**src/rtl/press_timer_if.sv**
```systemverilog
// press_timer_if: button and game-state inputs plus jump
// timing/direction outputs between the input stage and VGA_Display.
interface press_timer_if;
   logic       btn;
   logic       end_game;
   logic       score_signal;
   logic       is_pressing;
   logic [3:0] press_time;
   logic       launch;
   logic [1:0] position;

   modport master (
      output btn, end_game, score_signal,
      input  is_pressing, press_time, launch, position
   );

   modport slave (
      input  btn, end_game, score_signal,
      output is_pressing, press_time, launch, position
   );
endinterface

```
**src/rtl/press_timer.sv**
```systemverilog
// press_timer: debounced jump-button hold timer and
// pseudo-random plate direction picker feeding VGA_Display.
module press_timer #(
   parameter int unsigned DEB_CYCLES  = 500000,
   parameter int unsigned TICK_CYCLES = 6250000,
   parameter logic [7:0]  LFSR_SEED   = 8'hA5
) (
   input logic          clk,
   input logic          rst,
   press_timer_if.slave bus
);

   localparam int DW = (DEB_CYCLES > 1) ? $clog2(DEB_CYCLES) : 1;
   localparam int TW = (TICK_CYCLES > 1) ? $clog2(TICK_CYCLES) : 1;
   localparam logic [DW-1:0] DEB_LAST  = DW'(DEB_CYCLES - 1);
   localparam logic [TW-1:0] TICK_LAST = TW'(TICK_CYCLES - 1);

   typedef enum logic [1:0] {
      S_IDLE,
      S_HOLD,
      S_REL
   } state_t;

   state_t        r_state;
   state_t        w_state_nx;
   logic          r_btn_s1;
   logic          r_btn_s2;
   logic          r_deb;
   logic [DW-1:0] r_deb_cnt;
   logic          r_sc_s1;
   logic          r_sc_s2;
   logic          r_sc_q;
   logic [7:0]    r_lfsr;
   logic [1:0]    r_pos;
   logic [TW-1:0] r_tick;
   logic [TW-1:0] w_tick_nx;
   logic [3:0]    r_ptime;
   logic [3:0]    w_ptime_nx;
   logic          r_press;
   logic          w_press_nx;
   logic          w_mis;
   logic          w_flip;
   logic          w_rise;
   logic          w_fall;
   logic          w_sc_edge;
   logic          w_fb;

   assign w_mis     = r_btn_s2 ^ r_deb;
   assign w_flip    = w_mis && (r_deb_cnt == DEB_LAST);
   assign w_rise    = w_flip && !r_deb;
   assign w_fall    = w_flip && r_deb;
   assign w_sc_edge = r_sc_s2 ^ r_sc_q;
   assign w_fb      = r_lfsr[7] ^ r_lfsr[5] ^ r_lfsr[4] ^ r_lfsr[3];

   always_ff @(posedge clk or negedge rst) begin
      if (!rst) begin
         r_btn_s1 <= 1'b0;
         r_btn_s2 <= 1'b0;
         r_sc_s1  <= 1'b0;
         r_sc_s2  <= 1'b0;
         r_sc_q   <= 1'b0;
      end else begin
         r_btn_s1 <= bus.btn;
         r_btn_s2 <= r_btn_s1;
         r_sc_s1  <= bus.score_signal;
         r_sc_s2  <= r_sc_s1;
         r_sc_q   <= r_sc_s2;
      end
   end

   // a level change is accepted only after DEB_CYCLES stable samples
   always_ff @(posedge clk or negedge rst) begin
      if (!rst) begin
         r_deb     <= 1'b0;
         r_deb_cnt <= '0;
      end else if (!w_mis) begin
         r_deb_cnt <= '0;
      end else if (w_flip) begin
         r_deb     <= ~r_deb;
         r_deb_cnt <= '0;
      end else begin
         r_deb_cnt <= r_deb_cnt + 1'b1;
      end
   end

   always_ff @(posedge clk or negedge rst) begin
      if (!rst) begin
         r_lfsr <= LFSR_SEED;
         r_pos  <= 2'b11;
      end else begin
         r_lfsr <= {r_lfsr[6:0], w_fb};
         if (w_sc_edge) begin
            r_pos <= r_lfsr[1:0];
         end
      end
   end

   always_ff @(posedge clk or negedge rst) begin
      if (!rst) begin
         r_state <= S_IDLE;
         r_tick  <= '0;
         r_ptime <= 4'd0;
         r_press <= 1'b0;
      end else begin
         r_state <= w_state_nx;
         r_tick  <= w_tick_nx;
         r_ptime <= w_ptime_nx;
         r_press <= w_press_nx;
      end
   end

   // end_game overrides everything and cancels a pending launch
   always_comb begin
      w_state_nx = r_state;
      w_tick_nx  = r_tick;
      w_ptime_nx = r_ptime;
      w_press_nx = r_press;
      if (bus.end_game) begin
         w_state_nx = S_IDLE;
         w_press_nx = 1'b0;
      end else begin
         unique case (r_state)
            S_IDLE: begin
               if (w_rise) begin
                  w_state_nx = S_HOLD;
                  w_ptime_nx = 4'd1;
                  w_tick_nx  = '0;
                  w_press_nx = 1'b1;
               end
            end
            S_HOLD: begin
               if (w_fall) begin
                  w_state_nx = S_REL;
                  w_press_nx = 1'b0;
               end else if (r_tick == TICK_LAST) begin
                  w_tick_nx = '0;
                  if (r_ptime != 4'd15) begin
                     w_ptime_nx = r_ptime + 4'd1;
                  end
               end else begin
                  w_tick_nx = r_tick + 1'b1;
               end
            end
            S_REL: begin
               w_state_nx = S_IDLE;
            end
            default: begin
               w_state_nx = S_IDLE;
            end
         endcase
      end
   end

   assign bus.is_pressing = r_press;
   assign bus.press_time  = r_ptime;
   assign bus.launch      = (r_state == S_REL);
   assign bus.position    = r_pos;

endmodule

```
**src/flat_wrapper.sv**
```systemverilog
// flat-port wrapper written by rule: the top's interface ports become plain ports
module press_timer_flat 
#(
   parameter int unsigned DEB_CYCLES  = 500000,
   parameter int unsigned TICK_CYCLES = 6250000,
   parameter logic [7:0]  LFSR_SEED   = 8'hA5
)
  (clk, rst, bus_btn, bus_end_game, bus_score_signal, bus_is_pressing, bus_press_time, bus_launch, bus_position);
  press_timer_if bus_i ();
  input logic clk;
  input logic rst;
  input wire logic [$bits(bus_i.btn)-1:0] bus_btn;
  input wire logic [$bits(bus_i.end_game)-1:0] bus_end_game;
  input wire logic [$bits(bus_i.score_signal)-1:0] bus_score_signal;
  output wire logic [$bits(bus_i.is_pressing)-1:0] bus_is_pressing;
  output wire logic [$bits(bus_i.press_time)-1:0] bus_press_time;
  output wire logic [$bits(bus_i.launch)-1:0] bus_launch;
  output wire logic [$bits(bus_i.position)-1:0] bus_position;
  assign bus_i.btn = bus_btn;
  assign bus_i.end_game = bus_end_game;
  assign bus_i.score_signal = bus_score_signal;
  assign bus_is_pressing = bus_i.is_pressing;
  assign bus_press_time = bus_i.press_time;
  assign bus_launch = bus_i.launch;
  assign bus_position = bus_i.position;
  press_timer #(.DEB_CYCLES(DEB_CYCLES), .TICK_CYCLES(TICK_CYCLES), .LFSR_SEED(LFSR_SEED)) u_core (.clk(clk), .rst(rst), .bus(bus_i));
endmodule
```
**config.mk**
```make
export PLATFORM = sky130hd
export DESIGN_NAME = press_timer_flat
export DESIGN_NICKNAME = d
export VERILOG_FILES = /design/src/rtl/press_timer_if.sv /design/src/rtl/press_timer.sv /design/src/flat_wrapper.sv
export SDC_FILE = /design/constraint.sdc
export NUM_CORES = 1
export LEC_CHECK = 0
export BUFFER_PORTS_ARGS = -buffer_cell sky130_fd_sc_hd__buf_2
export CELL_PAD_IN_SITES_DETAIL_PLACEMENT = 0
export CELL_PAD_IN_SITES_GLOBAL_PLACEMENT = 2
export CORE_MARGIN = 2
export CORE_UTILIZATION = 43
export DETAILED_ROUTE_END_ITERATION = 12
export HOLD_SLACK_MARGIN = 0.05
export PLACE_DENSITY = 0.81
export SKIP_LAST_GASP = 1
export SYNTH_ARGS = -nofsm -noshare
export SYNTH_HDL_FRONTEND = slang
export SYNTH_SLANG_ARGS = --single-unit
```
**constraint.sdc**
```tcl
create_clock -name clk -period 4.3 [get_ports clk]
set_input_delay 0.43 -clock clk [delete_from_list [all_inputs] [get_ports clk]]
set_output_delay 0.43 -clock clk [all_outputs]
set_load 0.01 [all_outputs]
```
# Word-level counts from Yosys, hierarchy flattened

Index checks and enable logic that the tools add are counted.

Memories kept: 0
Bits in writable memories: 0
ROM bits: 0
Word-level logic and storage cells: 65
Flip-flop bits (word level): 65
Latch bits: 0

Shifts and indexed selects: 0
Div/mod/pow operators: 0
Eq/ne operators: 11
$lt $le $gt $ge: 0
Multiplexer cells: 19
$add $sub $neg: 3
Multipliers: 0
Reduce and logical (&&, ||, !) cells: 12
Bitwise logic cells: 7

Operators by type and width:

| cell                                                                    | number |
|---|---|
| 23-bit two-way mux                                                      | 3 |
| 23-bit case mux with 2 select lines                                     | 1 |
| 19-bit two-way mux                                                      | 2 |
| 23-bit by 1-bit adder with 23-bit output, second input constant         | 1 |
| 23-bit equality test, second input constant                             | 1 |
| 19-bit by 1-bit adder with 19-bit output, second input constant         | 1 |
| 19-bit equality test, second input constant                             | 1 |
| 4-bit two-way mux                                                       | 4 |
| 4-bit case mux with 2 select lines                                      | 1 |
| 2-bit two-way mux                                                       | 3 |
| 2-bit by 1-bit inequality test with 1-bit output, second input constant | 3 |
| 3-bit by 2-bit inequality test with 1-bit output, second input constant | 2 |
| 6-bit AND reduction                                                     | 1 |
| 1-bit bitwise XOR                                                       | 5 |
| 4-bit by 1-bit adder with 4-bit output, second input constant           | 1 |
| 4-bit inequality test, second input constant                            | 1 |
| 2-bit case mux with 2 select lines                                      | 1 |
| 2-bit AND reduction                                                     | 2 |
| 4-bit AND reduction                                                     | 1 |
| 1-bit logical AND                                                       | 3 |
| 1-bit two-way mux                                                       | 3 |
| 3-bit AND reduction                                                     | 1 |
| 3-bit nonzero test                                                      | 1 |
| 2-bit by 1-bit equality test with 1-bit output, second input constant   | 1 |
| 7 further kinds                                                         | 8 |

# Logic depth before layout (Yosys ltp)

Gate-level depths: netlist (run 1).

Depth after elaboration: 6
Gate-level depth with buffers: 8
Depth with buffers taken out: 7

# Worst setup path before layout (run 1)

Ideal clock, no wire load.

Kind: reg2reg
From: reg u_core.r_deb_cnt[14]
To: reg u_core.r_ptime[0] (netlist: u_core.bus.press_time[0])
Data arrival time: 2.135 ns
Cell stages (with the launch flop): 7
Clock period less this slack: 2.255 ns
Data required time: 4.180 ns
Path buffers: 1
Setup slack: 2.045 ns
Path through: dfrtp_1 or4b_4 or4_4 o31ai_4 buf_2 o21ai_0 o211a_1

Longest elaborated chain between the ends: 5

Ends and longest elaborated chain:

| element                                                                                                    | line                                 | text |
|---|---|---|
| start, declared                                                                                            | press_timer.sv:29                    | `logic [DW-1:0] r_deb_cnt;` |
| start signal, assigned                                                                                     | press_timer.sv:82                    | `r_deb_cnt <= r_deb_cnt + 1'b1;` |
| 19-bit equality test (*)                                                                                   | press_timer.sv:49                    | `assign w_flip = w_mis && (r_deb_cnt == DEB_LAST);` |
| 1-bit logical AND (*)                                                                                      | press_timer.sv:49                    |  |
| 1-bit logical AND (on tied branches)                                                                       | press_timer.sv:51, press_timer.sv:50 |  |
| 2-bit inequality test (no source line) or 2-bit by 1-bit inequality test with 1-bit output (tied branches) | --                                   |  |
| 6-bit AND reduction (no source line) (*)                                                                   | --                                   |  |
| end signal, assigned                                                                                       | press_timer.sv:107                   | `r_ptime <= w_ptime_nx;` |
| end, declared                                                                                              | press_timer.sv:37                    | `logic [3:0] r_ptime;` |

Every way passes the cells marked *; elsewhere a longest branch is shown, timed or not.
A chain may end at the register's enable or synchronous reset.

# Worst setup path after layout (run 1)

From: reg u_core.r_deb_cnt[11]
To: reg u_core.r_tick[12]

Longest elaborated chain between the ends: 5

Ends and longest elaborated chain:

| element                                                                                                    | line                                 | text |
|---|---|---|
| 19-bit equality test (*)                                                                                   | press_timer.sv:49                    |  |
| 1-bit logical AND (*)                                                                                      | press_timer.sv:49                    |  |
| 1-bit logical AND (on tied branches)                                                                       | press_timer.sv:51, press_timer.sv:50 |  |
| 2-bit inequality test (no source line) or 2-bit by 1-bit inequality test with 1-bit output (tied branches) | --                                   |  |
| 4-bit AND reduction (no source line) (*)                                                                   | --                                   |  |
| end signal, assigned                                                                                       | press_timer.sv:106                   | `r_tick <= w_tick_nx;` |
| end, declared                                                                                              | press_timer.sv:35                    | `logic [TW-1:0] r_tick;` |

Marked as above.

==> summary.md, run 1 <==
| Metric | Value |
|---|---|
| Fmax | `between 300 and 400 MHz` |
| Share of cells above drive strength 1 | `0.153` |
| CTS tree | `built` |
| Status | `completed` |
| # hold bufs at CTS | `0` |
| Clk_lat worst skew | `about 0.34 ns` |
| Worst EP required | `roughly 4.6 ns` |
| Initial Util | `0.436` |
| Hold WC Path Type | `input port to register` |
| Final ANT Viol Nets | `0` |
| Ys flop type | `dfrtp_1` |
| Starting DRC count in detailed routing | `approximately 120` |
| Syn Nets | `between 300 and 400` |
| Avg WL per Cell | `~17 um` |
| Asr flop ratio synth | `1.00` |
| Critical Path, Cell by Cell | `nor4b_1 > or4b_2 > o31ai_4 > or2_1 > inv_2 > a31oi_1` |
| Antenna Cells | `0` |
| Yosys cell types | `56` |
| RSZ-0062 raised after global routing | `no` |
| GRT Overall Usage | `0.196` |
| Tightest Pin Transition | `approximately 1.2 ns` |
| Remaining DRCs | `0` |
| HPWL Detailed | `slightly above 5000 um` |
| Max-Cap Viols | `0` |
| Initial DRT Pass Iterations | `4` |
| Die Width | `just over 90 um` |
| Worst-path clk slew | `0.08 ns` |
| Largest net degree at the start of global routing | `47` |
| Via density | `5.71` |
| Post-layout minimum cycle time | `between 2 and 3 ns` |
| First-pass GRT wire length | `13000 um` |
| Cell count after synthesis | `roughly 340` |
| Overflow after GRT | `0` |
| Final setup skew | `around 0.012 ns` |
| Setup crit end kind | `register` |
| Placeable Area | `about 0.0076 sq mm` |
| Seq/Total Area, Yosys | `0.492` |
| EDFF count, synth | `0` |
| Initial antenna violation count | `0` |
| Synth Cell Area | `roughly 0.0033 sq mm` |
| Pwr per Cell Area | `around 330 mW/mm^2` |
| #FFs+latches synth | `65` |
| Die footprint | `between 0.008 and 0.009 sq mm` |
| Yosys warns | `0` |
| Final Hold Vio Count | `0` |
| Arr. time, crit path | `about 3.2 ns` |
| Slowest CP cell | `or4b_2` |
| WL final | `7760 um` |
| R2r setup slk | `1.38 ns` |
| Post-DP Area | `0.00349 sq mm` |
| I/O pins | `13` |
| Max stage delay on crit path | `just over 0.7 ns` |
| Slew Viols, Final | `0` |
| Synthesis-to-layout area growth | `11.9%` |
| Clk sink count | `65` |
| FP Rows | `32` |
| Final setup TNS | `0 ns` |
| Leak | `1.46 nW` |
| Crit path max fanout | `12` |
| Die height | `slightly above 90 um` |
| Routability cong. | `a little under 0.9` |
| Rel. slew slack | `0.226` |
| Setup crit start kind | `register` |
| Period utilisation layout | `0.680` |
| IO Port Bufs | `12` |
| Vias in the first global route | `2482` |
| Root Driver | `clkbuf_8` |
| Design area | `roughly 0.0037 sq mm` |
| Critical path class | `register to register` |
| Endpoints failing setup | `0` |
| Hold_ws | `0.190 ns` |
| Clk buf depth | `2` |
| Avg Cell Area, Syn | `a little under 10 sq um` |
| H-tree depth | `3` |
| Max IR drop VDD | `203 uV` |
| Number of buffers created by CTS | `9` |
| Setup bufs post-CTS | `0` |
| Post_cts resized | `0` |
| Number of nets in the layout | `between 300 and 400` |
| Detailed-route via count | `2633` |
-- layout make-up --
| class | count | area, sq um |
|---|---|---|
| clock buffer | 10 | 138 |
| clock inverter | 6 | 88.8 |
| fill | 730 | 3890 |
| inverter | 15 | 56.3 |
| multi-input combinational | 246 | 1570 |
| sequential | 65 | 1630 |
| tap | 102 | 128 |
| timing repair buffer | 17 | 97.6 |
-- cells in the mapped netlist (2+ instances only) --
cell type / count / share of area
dfrtp_1: 59 / 0.44
nor2_1: 41 / 0.046
nand2_1: 22 / 0.025
nand3_1: 21 / 0.032
nand4_1: 18 / 0.034
o21ai_0: 18 / 0.027
inv_1: 14 / 0.016
xnor2_1: 12 / 0.032
a211oi_1: 11 / 0.025
a31oi_1: 11 / 0.021
xor2_1: 11 / 0.029
clkbuf_1: 7 / 0.0079
o31ai_1: 7 / 0.016
and3_1: 6 / 0.011
dfstp_2: 6 / 0.047
o22ai_1: 6 / 0.011
nand2b_1: 4 / 0.0075
nor3_1: 4 / 0.0060
nor4_1: 4 / 0.0075
or4_1: 4 / 0.0090
buf_2: 3 / 0.0045
ha_1: 3 / 0.011
o211ai_1: 3 / 0.0068
or2_2: 3 / 0.0057
a21oi_1: 2 / 0.0030
mux2_2: 2 / 0.0068
mux2i_1: 2 / 0.0060
nor2b_1: 2 / 0.0038
nor4_4: 2 / 0.013
o2bb2ai_1: 2 / 0.0053
o311ai_0: 2 / 0.0053
o41ai_1: 2 / 0.0053
or3_1: 2 / 0.0038
-- path summary, 6_finish.rpt --
path	from	endpoint	cells after the start
worst max register to register	u_core.r_deb_cnt[11]	u_core.r_tick[12]	6
max in group asynchronous	rst	u_core.r_lfsr[5]	2
worst min-delay path	bus_score_signal	u_core.r_sc_s1	1
worst max-delay path	u_core.r_deb_cnt[11]	u_core.r_tick[12]	6
worst min register to register	u_core.r_sc_s1	u_core.r_sc_s2	0
min in group asynchronous	rst	u_core.r_tick[6]	1
-- critical path: cells and delay by family (launching register included) --
kind	cells	cell delay [ns]
DFF	1	0.41
buffers and inverters	1	0.11
AOI/OAI and AO/OA	2	0.80
and+or+nand+nor	3	1.51
-- metrics by stage --
step / power [W] / setup WS, ns / utilization / cells
after detailed placement: 0.000662 / 1.43 / 0.458 / 445
after global routing: 0.00129 / 1.15 / 0.488 / 461
after floorplan: 0.000643 / 2.04 / - / 339
final: 0.00124 / 1.38 / 0.488 / 461
after global placement: 0.000662 / 1.43 / 0.458 / 445
after CTS: 0.00126 / 1.39 / 0.488 / 461
-- registers in the layout, indices dropped and copies added, names as in the netlist --
name / flops
u_core.r_sc_s2: 1
u_core.r_sc_q: 1
u_core.r_deb_cnt: 19
u_core.r_deb: 1
u_core.r_btn_s1: 1
u_core.r_state: 2
u_core.r_btn_s2: 1
u_core.bus.press_time: 4
u_core.r_lfsr: 8
u_core.bus.position: 2
u_core.bus.is_pressing: 1
u_core.r_tick: 23
u_core.r_sc_s1: 1
-- layer usage --
layer	routed length (um)	vias up	track usage
met5	0	-	0
met2	3420	56	0.289
met4	93	0	0.0734
met3	337	9	0.0378
met1	3910	1290	0.287
li1	-	1278	-
-- placed cells by master (no fill, tap or decap), types with 7 or more instances in the layout --
master,n
a211oi_1,11
a31oi_1,11
buf_2,12
clkbuf_8,10
dfrtp_1,59
inv_1,14
nand2_1,22
nand3_1,21
nand4_1,18
nor2_1,41
o21ai_0,18
o31ai_1,7
xnor2_1,12
xor2_1,11
-- report_power, final --
group          internal [W]  switching (W)
registers          0.000616     0.00000312
logic            0.00000680      0.0000229
clock network      0.000343       0.000249
total              0.000966       0.000275
-- cell families (layout without fill, tap and decap cells) --
logic type / count (synthesis) / after routing / synth area share
compound gates: 73 / 73 / 0.154
fa+ha+maj: 3 / 3 / 0.0113
buf+inv: 28 / 48 / 0.0343
flops: 65 / 65 / 0.492
xor+xnor: 23 / 23 / 0.0607
mux: 4 / 4 / 0.0128
simple gates: 143 / 143 / 0.234
Note: power is estimated with default switching activity, not from simulation.
==> run 2: changes to the inputs <==
--- a/config.mk
+++ b/config.mk
@@ -9,10 +9,10 @@
 export CELL_PAD_IN_SITES_DETAIL_PLACEMENT = 0
 export CELL_PAD_IN_SITES_GLOBAL_PLACEMENT = 2
 export CORE_MARGIN = 2
-export CORE_UTILIZATION = 43
+export CORE_UTILIZATION = 40
 export DETAILED_ROUTE_END_ITERATION = 12
 export HOLD_SLACK_MARGIN = 0.05
-export PLACE_DENSITY = 0.81
+export PLACE_DENSITY = 0.76
 export SKIP_LAST_GASP = 1
 export SYNTH_ARGS = -nofsm -noshare
 export SYNTH_HDL_FRONTEND = slang
==> constraint.sdc (replaced) <==
create_clock -name clk -period 3 [get_ports clk]
set_input_delay 0.3 -clock clk [delete_from_list [all_inputs] [get_ports clk]]
set_output_delay 0.3 -clock clk [all_outputs]
set_load 0.01 [all_outputs]
==> summary.md, run 2 (synthesis gave the netlist of run 1 again) <==
| Metric | Value |
|---|---|
| Starting DRC count in detailed routing | `118 (unchanged)` |
| GRT met3 Usage | `0.0451 (+0.00726)` |
| Pint | `0.00119 W (+24%)` |
| Final ANT Viol Nets | `0 (unchanged)` |
| Critical path class | `register to register` |
| Worst Setup Slack, final | `0.544 ns (-0.833 ns)` |
| Post_cts resized | `0 (unchanged)` |
| Power Total | `0.00158 W (+27%)` |
| Final Hold Vio Count | `0 (unchanged)` |
| Worst-path clk slew | `0.07 ns (about the same)` |
| Slew Viols, Final | `0 (unchanged)` |
| Root Driver | `clkbuf_8` |
| First-pass GRT wire length | `13400 um (+3.6%)` |
| Synthesis-to-layout area growth | `12.7%` |
| Remaining DRCs | `0 (unchanged)` |
| GRT Overall Usage | `0.195 (-0.000881)` |
| Max-Cap Viols | `0 (unchanged)` |
| Initial Util | `0.408 (-0.0283)` |
| Routability cong. | `0.813 (-6.1%)` |
| Sw Share | `0.244 (+0.0227)` |
| Status | `completed` |
| Tightest Pin Transition | `0.946 ns (-0.215 ns)` |
| Clk sink count | `65 (unchanged)` |
| Biggest register | `u_core.r_tick` |
| Vias in the first global route | `2645 (+6.6%)` |
| Via density | `5.56 (-2.6%)` |
| Crit path max fanout | `7 (-5)` |
| Number of flip-flops in the largest register | `23 (unchanged)` |
| Largest regs | `u_core.r_tick (23), u_core.r_deb_cnt (19), u_core.r_lfsr (8)` |
| Die Width | `95.1 um (+3.5%)` |
| Worst EP required | `3.26 ns (-1.30 ns)` |
| I/O pins | `13 (unchanged)` |
| Post-layout minimum cycle time | `2.46 ns (-0.467 ns)` |
| Largest net degree at the start of global routing | `41 (-13%)` |
| Fmax | `407 MHz (+19%)` |
| Setup crit start kind | `register` |
| H-tree depth | `3 (unchanged)` |
| GRT busiest layer | `met2` |
| RSZ-0062 raised after global routing | `no` |
| Final setup skew | `0.00994 ns (-0.00158 ns)` |
| Endpoints failing setup | `0 (unchanged)` |
| Max IR drop VDD | `342 uV (+68%)` |
| Rel. slew slack | `0.369 (+0.144)` |
| FP Rows | `33 (+3.1%)` |
| Most frequent cells in the layout | `59 x dfrtp_1, 41 x nor2_1, 22 x nand2_1` |
| Met2 Use GR | `0.300 (+0.0113)` |
| Final setup TNS | `0 ns (unchanged)` |
| CTS tree | `built` |
| NetSw | `0.000386 W (+40%)` |
| Die footprint | `0.00904 sq mm (+7.2%)` |
| Hold WC Path Type | `input port to register` |
| Seq pwr share | `0.562 (+0.063)` |
| Share of cells above drive strength 1 | `0.171 (+0.0175)` |
| Initial antenna violation count | `0 (unchanged)` |
| WL final | `7790 um (+0.32%)` |
| Arr. time, crit path | `2.71 ns (-0.47 ns)` |
| Number of nets in the layout | `372 (+2.8%)` |
| Detailed-route via count | `2636 (+0.11%)` |
| Clock power frac | `0.409 (-0.068)` |
| Leak | `1.48 nW (+1.3%)` |
| Initial DRT Pass Iterations | `4 (unchanged)` |
| Avg WL per Cell | `16.4 um (-2.4%)` |
| Placeable Area | `0.00813 sq mm (+6.9%)` |
| Combinational share of power | `0.029 (+0.005)` |
| HPWL Detailed | `5290 um (+2.1%)` |
| Pwr per Cell Area | `422 mW/mm^2 (+26%)` |
| Worst slack at placement | `0.530 ns (-0.897 ns)` |
| Commonest non-fill, non-tap cell in the layout | `dfrtp_1` |
| IO Port Bufs | `12 (unchanged)` |
| Antenna Cells | `0 (unchanged)` |
| Overflow after GRT | `0 (unchanged)` |
| Clk_lat worst skew | `0.34 ns (about the same)` |
| Die height | `95.1 um (+3.5%)` |
| Period utilisation layout | `0.819 (+0.139)` |
| Number of buffers created by CTS | `9 (unchanged)` |
| Setup crit end kind | `register` |
| Clk buf depth | `2 (unchanged)` |
| Met1 Track Usage GR | `0.273 (-0.0140)` |
[run 2: cell count changes in the layout (fill, tap and decap cells not counted)]
cell and delta:
bufinv_16 -2, clkinvlp_4 +1, buf_4 +8, clkinv_2 +2, dlygate4sd3_1 +2, clkbuf_8 -1
[run 2: cell type report]
class | instances | area, sq um
clock inverters | 7 | 46.3
well taps | 105 | 131
inverters | 15 | 56.3
repair buffers | 27 | 178
multi-input cells | 246 | 1570
flip-flops and latches | 65 | 1630
clock buffers | 9 | 124
fillers | 806 | 4390
[run 2: routing by layer]
metal	vias up	part of all wire
met4	0	0.010
met5	-	0
li1	1301	-
met3	7	0.035
met1	1283	0.50
met2	45	0.46
[run 2: final timing paths]
check	start	endpoint	slack, ns	cells after the start
max reg2reg	u_core.r_deb_cnt[11]	u_core.r_tick[7]	0.54	6
min reg2reg	u_core.r_sc_s1	u_core.r_sc_s2	0.34	0
max in group asynchronous	rst	u_core.r_tick[20]	2.04	3
min	bus_btn	u_core.r_btn_s1	0.07	1
min in group asynchronous	rst	u_core.r_tick[2]	0.49	3
max	u_core.r_deb_cnt[11]	u_core.r_tick[7]	0.54	6
[run 2: repair_timing]
item,4_1_cts,5_1_grt
endpoints found under the hold margin,20,0
setup buffers,0,0
hold buffers,2,0
[run 2: worst max-delay path, cell delays in order (launching register included)]
cell,delay (ns)
dfrtp_1,0.40
nor4b_1,0.42
or4b_2,0.70
o31ai_4,0.25
or2_1,0.31
inv_2,0.12
a31oi_2,0.18
[run 2: power by group through the flow]
stage / sequential (W) / combinational (W) / clock [W]
2_1_floorplan: 0.000903 / 0.0000177 / 0
3_3_place_gp: 0.000904 / 0.0000469 / 0
3_5_place_dp: 0.000904 / 0.0000465 / 0
4_1_cts: 0.000887 / 0.0000489 / 0.000675
5_1_grt: 0.000888 / 0.0000549 / 0.000720
6_report: 0.000887 / 0.0000464 / 0.000645
[run 2: through the flow]
step                hold WS, ns  cell area (sq um)  utilization  instances
floorplan               0.00441               3320            -        339
global placement          0.318               3550        0.437        456
detailed placement        0.320               3550        0.437        456
CTS                      0.0507               3740        0.460        474
global route             0.0534               3740        0.460        474
finish                   0.0669               3740        0.460        474
==> run 3: changes to the inputs <==
--- a/config.mk
+++ b/config.mk
@@ -5,11 +5,12 @@
 export SDC_FILE = /design/constraint.sdc
 export NUM_CORES = 1
 export LEC_CHECK = 0
+export ABC_AREA = 1
 export BUFFER_PORTS_ARGS = -buffer_cell sky130_fd_sc_hd__buf_2
 export CELL_PAD_IN_SITES_DETAIL_PLACEMENT = 0
 export CELL_PAD_IN_SITES_GLOBAL_PLACEMENT = 2
 export CORE_MARGIN = 2
-export CORE_UTILIZATION = 40
+export CORE_UTILIZATION = 36
 export DETAILED_ROUTE_END_ITERATION = 12
 export HOLD_SLACK_MARGIN = 0.05
 export PLACE_DENSITY = 0.76
==> constraint.sdc (replaced) <==
create_clock -name clk -period 2.5 [get_ports clk]
set_input_delay 0.25 -clock clk [delete_from_list [all_inputs] [get_ports clk]]
set_output_delay 0.25 -clock clk [all_outputs]
set_load 0.01 [all_outputs]
==> summary.md, run 3 <==
| Metric | Value |
|---|---|
| Largest regs | `u_core.r_tick (23), u_core.r_deb_cnt (19), u_core.r_lfsr (8)` |
| EDFF count, synth | `0 (unchanged)` |
| Final setup skew | `0.0160 ns (+0.00602 ns)` |
| WL final | `9270 um (+19%)` |
| Yosys top cell by area | `dfrtp_1` |
| Remaining DRCs | `0 (unchanged)` |
| Setup crit start kind | `register` |
| Synth top cells by count | `156 x nand2_1, 96 x nor2_1, 59 x dfrtp_1` |
| Critical Path Source | `u_core.r_deb_cnt[0]` |
| Placeable Area | `0.00986 sq mm (+21%)` |
| Worst Setup Slack, final | `0.482 ns (-0.0613 ns)` |
| Most frequent cells in the layout | `156 x nand2_1, 96 x nor2_1, 59 x dfrtp_1` |
| Number of nets in the layout | `546 (+47%)` |
| Die height | `105 um (+10%)` |
| RSZ-0062 raised after global routing | `no` |
| Clk sink count | `65 (unchanged)` |
| Avg Cell Area, Syn | `7.22 sq um (-26%)` |
| Share of cells above drive strength 1 | `0.110 (-0.0602)` |
| Yosys top cell area share | `0.401 (-0.0433)` |
| Root Driver | `clkbuf_8` |
| Yosys warns | `0 (unchanged)` |
| #FFs+latches synth | `65 (unchanged)` |
| Arr. time, crit path | `2.32 ns (-0.39 ns)` |
| Synth Cell Area | `0.00368 sq mm (+11%)` |
| FILL cells | `1074 (+33%)` |
| I/O pins | `13 (unchanged)` |
| Seq/Total Area, Yosys | `0.444 (-0.0479)` |
| Starting DRC count in detailed routing | `151 (+28%)` |
| Worst r2r src | `u_core.r_deb_cnt[0]` |
| Period utilisation layout | `0.807 (-0.0117)` |
| Pwr per Cell Area | `517 mW/mm^2 (+23%)` |
| Final ANT Viol Nets | `0 (unchanged)` |
| CTS tree | `built` |
| Most used cell along the critical path | `nand2_2` |
| Asr flop ratio synth | `1.00 (unchanged)` |
| Final setup TNS | `0 ns (unchanged)` |
| Commonest non-fill, non-tap cell in the layout | `nand2_1` |
| Endpoints failing setup | `0 (unchanged)` |
| Die Width | `105 um (+10%)` |
| Overflow after GRT | `0 (unchanged)` |
| Hold WC Path Type | `input port to async pin` |
| Slew Viols, Final | `0 (unchanged)` |
| Clk_lat worst skew | `0.38 ns (+0.04 ns)` |
| Initial antenna violation count | `0 (unchanged)` |
| Crit path max fanout | `14 (+7)` |
| Via density | `4.62 (-17%)` |
| Avg WL per Cell | `13.7 um (-17%)` |
| Slowest CP cell | `dfrtp_1` |
| Delay-heaviest family, CP | `simple AND/OR/NAND/NOR gates` |
| Cell count after synthesis | `509 (+50%)` |
| Status | `completed` |
| First-pass GRT wire length | `16000 um (+19%)` |
| Post_cts resized | `0 (unchanged)` |
| Routability cong. | `0.785 (-3.5%)` |
| Antenna Cells | `0 (unchanged)` |
| Final Hold Vio Count | `0 (unchanged)` |
| Setup bufs post-CTS | `0 (unchanged)` |
| Synthesis-to-layout area growth | `13.9%` |
| Detailed-route via count | `3123 (+18%)` |
| Max-Cap Viols | `0 (unchanged)` |
| Clk buf depth | `2 (unchanged)` |
| Leak | `2.01 nW (+36%)` |
| Tightest Pin Transition | `0.852 ns (-0.0946 ns)` |
| Fmax | `496 MHz (+22%)` |
| HPWL Detailed | `6570 um (+24%)` |
| Critical Path, Cell by Cell | `ha_1 > nand2_2 > nor2_4 > nand2_2 > nor2_4 > nand3_2 > nand2_2 > nand2_2 > inv_2 > nand2_1 > nand2_1` |
| Area contributors post-synth | `dfrtp_1 40%, nand2_1 16%, nor2_1 9.8%, nand3_1 6.8%, inv_1 5.4%` |
| Biggest register | `u_core.r_tick` |
| Critical path class | `register to register` |
| Rel. slew slack | `0.432 (+0.0631)` |
| Bufs and invs on worst path | `1 (unchanged)` |
| Ys flop type | `dfrtp_1` |
| Initial Util | `0.373 (-0.0353)` |
| Post-layout minimum cycle time | `2.02 ns (-0.439 ns)` |
| Initial DRT Pass Iterations | `4 (unchanged)` |
| Worst slack at placement | `0.485 ns (-0.0450 ns)` |
| Setup crit end kind | `register` |
| Vias in the first global route | `3093 (+17%)` |
| GRT Overall Usage | `0.186 (-0.00909)` |
| Largest net degree at the start of global routing | `66 (+61%)` |
| Power Total | `0.00217 W (+37%)` |
| Number of buffers created by CTS | `9 (unchanged)` |
| Yosys cell types | `33 (-41%)` |
| Most numerous cell in the Yosys netlist | `nand2_1` |
| FP Rows | `36 (+9.1%)` |
| IO Port Bufs | `12 (unchanged)` |
| Die footprint | `0.0110 sq mm (+22%)` |
| H-tree depth | `3 (unchanged)` |
| Syn Nets | `517 (+49%)` |
| Max IR drop VDD | `666 uV (+95%)` |
| Worst-path clk slew | `0.08 ns (about the same)` |
| Number of flip-flops in the largest register | `23 (unchanged)` |
| Max stage delay on crit path | `0.37 ns (-0.33 ns)` |
| Worst EP required | `2.81 ns (-0.45 ns)` |
-- run 3: cell count changes in the layout (fill, tap and decap cells not counted), moves of 29 or more --
cell,delta
nor2_1,+55
inv_1,+39
nand2_1,+134
nand3_1,+29
-- run 3: layout make-up --
type,instances,area (sq um),area share
multi-input combinational,383,1790,0.427
sequential,65,1630,0.390
inverter,55,206,0.0493
timing repair buffer,24,168,0.0400
tap,133,166,0.0397
clock buffer,9,124,0.0296
clock inverter,7,103,0.0245
-- run 3: timing repair --
item / CTS / global route
hold endpoints to repair: 2 / 0
hold buffers: 2 / 0
setup endpoints to repair: 0 / 0
-- run 3: report_power, final --
group          internal [W]  switching, W
Combinational     0.0000142     0.0000385
Sequential          0.00106    0.00000419
Clock              0.000569      0.000481
Total               0.00164      0.000523
-- run 3: path summary, 6_finish.rpt --
kind / to / slack [ns] / cells past startpoint
worst min register to register: u_core.r_lfsr[7] / 0.35 / 0
min in group clk: u_core.r_state[1] / 0.19 / 4
worst max register to register: u_core.r_tick[1] / 0.48 / 11
worst max-delay path: u_core.r_tick[1] / 0.48 / 11
max in group asynchronous: u_core.r_lfsr[4] / 1.87 / 2
worst min-delay path: u_core.r_deb_cnt[8] / 0.06 / 2
-- run 3: kinds of logic (layout without fill, tap and decap cells) --
logic type                 after synthesis  after routing  synth area share
xor gates and xnor gates                18             18            0.0429
muxes                                    2              2           0.00612
adders and majority gates                3              3            0.0102
DFF                                     65             65             0.444
and+or+nand+nor                        341            341             0.396
buffers and inverters                   61             95            0.0697
AOI/OAI and AO/OA                       19             19            0.0306
-- run 3: through the flow --
| stage | area (sq um) | cells | utilization | hold WS [ns] |
|---|---|---|---|---|
| global route | 4190 | 676 | 0.425 | 0.139 |
| CTS | 4190 | 676 | 0.425 | 0.100 |
| detailed placement | 3940 | 658 | 0.400 | 0.338 |
| global placement | 3940 | 658 | 0.400 | 0.334 |
| finish | 4190 | 676 | 0.425 | 0.0591 |
| floorplan | 3680 | 509 | - | -0.0456 |
-- run 3: metal layers --
metal | share of wire | routed length [um] | track usage
met2 | 0.42 | 3870 | 0.269
met4 | 0.0078 | 72 | 0.0438
met3 | 0.036 | 337 | 0.0618
met1 | 0.54 | 4990 | 0.268
met5 | 0 | 0 | 0
-- run 3: worst register-to-register path, cell delays in order (launching register included) --
cell and delay (ns):
dfrtp_1 0.37, ha_1 0.28, nand2_2 0.11, nor2_4 0.16, nand2_2 0.09, nor2_4 0.16
nand3_2 0.08, nand2_2 0.09, nand2_2 0.15, inv_2 0.29, nand2_1 0.09, nand2_1 0.08
